`config.mk`:
```
export PLATFORM = sky130hd
export DESIGN_NAME = serial_adder
export DESIGN_NICKNAME = d
export VERILOG_FILES = /design/src/rtl/serial_adder_pkg.sv /design/src/rtl/serial_adder_fulladder.sv /design/src/rtl/serial_adder.sv
export SDC_FILE = /design/constraint.sdc
export NUM_CORES = 1
export LEC_CHECK = 0
export CAP_MARGIN = 30
export CORE_MARGIN = 2
export CORE_UTILIZATION = 54
export CTS_BUF_LIST = sky130_fd_sc_hd__clkbuf_4 sky130_fd_sc_hd__clkbuf_8 sky130_fd_sc_hd__clkbuf_16
export DETAILED_ROUTE_END_ITERATION = 7
export PLACE_DENSITY_LB_ADDON = 0.1
export SKIP_CTS_REPAIR_TIMING = 1
export SLEW_MARGIN = 10
export SYNTH_ARGS = -nofsm -noshare
export SYNTH_HDL_FRONTEND = slang
export SYNTH_HIERARCHICAL = 1
export SYNTH_SLANG_ARGS = --single-unit
```
`constraint.sdc`:
```
create_clock -name clk -period 2.25 [get_ports clk]
set_input_delay 0.45 -clock clk [delete_from_list [all_inputs] [get_ports clk]]
set_output_delay 0.45 -clock clk [all_outputs]
set_load 0.02 [all_outputs]
```
`src/rtl/serial_adder_pkg.sv`:
```
// Shared types and defaults for the bit-serial adder.
package serial_adder_pkg;

  localparam int unsigned SERIAL_ADDER_WIDTH = 8;

  typedef enum logic [1:0] {
    IDLE = 2'd0,
    RUN  = 2'd1,
    DONE = 2'd2
  } state_t;

endpackage

```
`src/rtl/serial_adder_fulladder.sv`:
```
// Single-bit full adder cell; port order (sum, carry, a, b, cin).
module FullAdder (
  output logic sum,
  output logic carry,
  input  logic a,
  input  logic b,
  input  logic cin
);

  assign sum   = a ^ b ^ cin;
  assign carry = (a & b) | (cin & (a ^ b));

endmodule

```
`src/rtl/serial_adder.sv`:
```
// Bit-serial adder: one bit per cycle through a FullAdder, valid/ready on both sides.
// Define SERIAL_ADDER_OVF_EN to add the signed-overflow output ovf.
module serial_adder
  import serial_adder_pkg::*;
#(
  parameter int unsigned WIDTH = SERIAL_ADDER_WIDTH
) (
  input  logic             clk,
  input  logic             rst_n,
  input  logic             in_valid,
  output logic             in_ready,
  input  logic [WIDTH-1:0] a,
  input  logic [WIDTH-1:0] b,
  input  logic             cin,
  output logic             out_valid,
  input  logic             out_ready,
  output logic [WIDTH-1:0] sum,
  output logic             cout,
  output logic             busy
`ifdef SERIAL_ADDER_OVF_EN
  ,
  output logic             ovf
`endif
);

  localparam int unsigned   CW   = $clog2(WIDTH + 1);
  localparam logic [CW-1:0] LAST = CW'(WIDTH - 1);

  state_t          state;
  logic [CW-1:0]   cnt;
  logic [WIDTH-1:0] acc_q;
  logic [WIDTH-1:0] b_q;
  logic            carry_q;
  logic            fa_sum;
  logic            fa_carry;

  FullAdder u_fa (
    .sum   (fa_sum),
    .carry (fa_carry),
    .a     (acc_q[0]),
    .b     (b_q[0]),
    .cin   (carry_q)
  );

  // acc_q doubles as operand-A and result shift register: the sum bit fills
  // the MSB vacated by each right shift, so after WIDTH steps it holds a+b+cin.
  always_ff @(posedge clk) begin
    if (!rst_n) begin
      state     <= IDLE;
      cnt       <= '0;
      acc_q     <= '0;
      b_q       <= '0;
      carry_q   <= 1'b0;
      sum       <= '0;
      cout      <= 1'b0;
      in_ready  <= 1'b1;
      out_valid <= 1'b0;
      busy      <= 1'b0;
`ifdef SERIAL_ADDER_OVF_EN
      ovf       <= 1'b0;
`endif
    end else begin
      case (state)
        IDLE: begin
          if (in_valid && in_ready) begin
            acc_q    <= a;
            b_q      <= b;
            carry_q  <= cin;
            cnt      <= '0;
            in_ready <= 1'b0;
            busy     <= 1'b1;
            state    <= RUN;
          end
        end
        RUN: begin
          acc_q   <= {fa_sum, acc_q[WIDTH-1:1]};
          b_q     <= {1'b0, b_q[WIDTH-1:1]};
          carry_q <= fa_carry;
          cnt     <= cnt + CW'(1);
          if (cnt == LAST) begin
            sum       <= {fa_sum, acc_q[WIDTH-1:1]};
            cout      <= fa_carry;
            out_valid <= 1'b1;
            state     <= DONE;
`ifdef SERIAL_ADDER_OVF_EN
            // carry_q here is the carry into the MSB
            ovf       <= carry_q ^ fa_carry;
`endif
          end
        end
        DONE: begin
          if (out_ready) begin
            out_valid <= 1'b0;
            in_ready  <= 1'b1;
            busy      <= 1'b0;
            state     <= IDLE;
          end
        end
        default: state <= IDLE;
      endcase
    end
  end

endmodule

```
==> flow_summary.ini <==
[setup_path]
cpMaxStageDelayCell = clkdlybuf4s50_1
worst_setup_path_end_kind = output pin
regToRegEndpoint = out_valid$_SDFFE_PN0P_
crit_required_ns = 1.80
worstRegToRegCells = 5
crit_type = reg -> out
arrival_ns = 1.43
start_kind = register
slowest_delay_ns = 0.65
critical_path_buf_inv_count = 1
regToRegSetupSlack_ns = 0.74
r2r_start = state[1]$_SDFFE_PN0P_
critPathMaxFanout = 6
cp_cell_sequence = clkdlybuf4s50_1
worstSetupStartpoint = in_ready$_SDFFE_PN1P_
crit_family = buffers and inverters

[power_and_ir_drop]
powerDensity_nw_per_um2 = 660
p_leak_nw = 0.716
ir_drop_mv = 0.616

[placed_design]
routabilityCongestion = 0.742
io_buffer_count = 32
hpwl_um = 2210

[cells_and_area]
num_antenna_cells = 0
drive_gt1_share_pct = 12.2
area_growth_pct = 25.4
fin_nets = 219
mostFrequentLayoutCells = dfxtp_1 (35), clkdlybuf4s50_1 (32), nand2_1 (20)
fin_util_pct = 71.5
final_common_cell = dfxtp_1

[yosys]
yosys_register_bits = 35
synth_top_area_share_pct = 44.2
synth_area_um2 = 1590
avgSynthCellArea_um2 = 9.62
yosys_warnings = 6
synthTopCellsByArea = dfxtp_1 (44%), o221ai_2 (8.5%), mux2i_1 (6.3%), nand2_1 (4.7%), a21boi_1 (4.3%)
synthCells = 165
synth-seq-area-share_pct = 44.2
yosys.area.top_type = dfxtp_1
ys_types = 32
syn_nets = 188

[hold_path]
min_path_cells = 2
min_to = sum[5]$_SDFFE_PN0P_
hp-class = reg -> reg
min_from = sum[5]$_SDFFE_PN0P_

[clock_tree]
cts_root_buf = clkbuf_4
cts_tree = built
ctsHtreeMaxLevel = 2
clock-sinks = 35
cts_inserted_buffers = 5
clk_pin_slew_ns = 0.10
clk_latency_ns = 0.34
cts_buffer_depth = 2

[detailed_routing]
ant_nets = 0
dr_total_vias = 1331
drtPass1Iterations = 4
drt-wirelength-per-cell_um = 14.2
drtIter0Drc = 42
avgViaCountPerCell = 5.84
drc = 0
finalWirelength_um = 3240

[sta]
min_period_ns = 1.88
rsz0062_at_grt = no
tightest_slew_ns = 0.501
finalHoldViolations = 0
slew_headroom_pct = 66.5
setup_viol = 0
slew_viol_final = 0
fin_setup_tns_ns = 0
finalClockSkew_ns = 0.00505
fin_crit_sh_pct = 83.4
fmax_ghz = 0.533

[die]
coreArea_um2 = 2780
initial_core_util_pct = 57.0
dieArea_um2 = 3390
die_h_um = 58.2
rows = 19
die_x_um = 58.2
io_pins = 33

[global_route]
grt_max_degree = 25
grt_remaining_overflow = 0
track_usage_pct = 21.5
antenna_found_initial = 0
grt_pass1_wl_um = 5400
grt_pass1_vias = 1168

[outcome]
outcome = finished clean

[flow_run]
cap_viol_max_count = 0
-- worst max path at each step --
stage	end	slack, ns	cells past startpoint
6_report	in_ready	0.37	1
5_1_grt	in_ready	0.29	1
4_1_cts	in_ready	0.34	1
3_5_place_dp	acc_q[0]$_SDFFE_PN0P_	0.47	4
3_3_place_gp	b_q[5]$_SDFFE_PN0P_	0.51	4
2_1_floorplan	acc_q[0]$_SDFFE_PN0P_	1.03	5
-- cells by family (layout without fill, tap and decap cells) --
logic type                 after synthesis  in the layout  share of synthesized area (%)
adders and majority gates                2              2                           2.05
and+or+nand+nor                         64             64                           20.1
muxes                                   10             10                           6.31
buffers and inverters                   17             49                           6.39
DFF                                     35             35                           44.2
AOI/OAI and AO/OA                       37             37                           21.0
-- metrics by stage --
step | instance area [µm²] | total power [mW] | cells | setup slack [ns] | hold slack, ns
floorplan | 1590 | 0.858 | 165 | 1.03 | 0.447
global placement | 1920 | 0.923 | 220 | 0.509 | 0.441
detailed placement | 1920 | 0.933 | 220 | 0.468 | 0.445
CTS | 1990 | 1.33 | 228 | 0.341 | 0.462
global route | 1990 | 1.38 | 228 | 0.290 | 0.492
finish | 1990 | 1.31 | 228 | 0.373 | 0.460
-- cell usage after synthesis (all sizes together) --
cell,count
a21boi,9
a21o,1
a21oi,4
a22oi,7
a31o,1
a31oi,1
and3b,1
and4bb,1
buf,12
clkbuf,3
dfxtp,35
fa,1
ha,1
inv,2
mux2i,10
nand2,20
nand2b,3
nand3,10
nand3b,2
nand4,1
nand4bb,1
nor2,11
nor2b,2
nor3,9
nor3b,3
o211a,1
o21a,2
o21ai,2
o221ai,9
-- power breakdown --
part | internal, mW | switching [mW] | total, mW
sequential | 0.659 | 0.0345 | 0.694
clock | 0.196 | 0.198 | 0.394
combinational | 0.111 | 0.115 | 0.226
-- worst reg2reg max path, cell delays in order (launching register included) --
cell and delay (ns):
dfxtp_1 0.49, nand2b_1 0.15, buf_4 0.28, nor2_1 0.09, buf_4 0.20, o21a_1 0.20
-- layout make-up --
cell class,instances,area (µm²)
clock buffers,8,72.6
fillers,227,792
inverters,2,7.51
multi-input cells,113,785
flip-flops and latches,35,701
well taps,31,38.8
repair buffers,39,385
-- state kept, by name, summed over array words and instances, names as in the netlist --
name	cells
carry_q	1
state	2
acc_q	8
out_valid	1
cout	1
in_ready	1
busy	1
b_q	8
cnt	4
sum	8
-- layer usage --
layer,track usage (%),up-vias,wire (µm)
li1,-,655,-
met1,27.8,632,1500
met2,33.4,37,1520
met3,6.70,7,165
met4,8.97,0,65
met5,0,-,0
(Power assumes the default switching activity.)
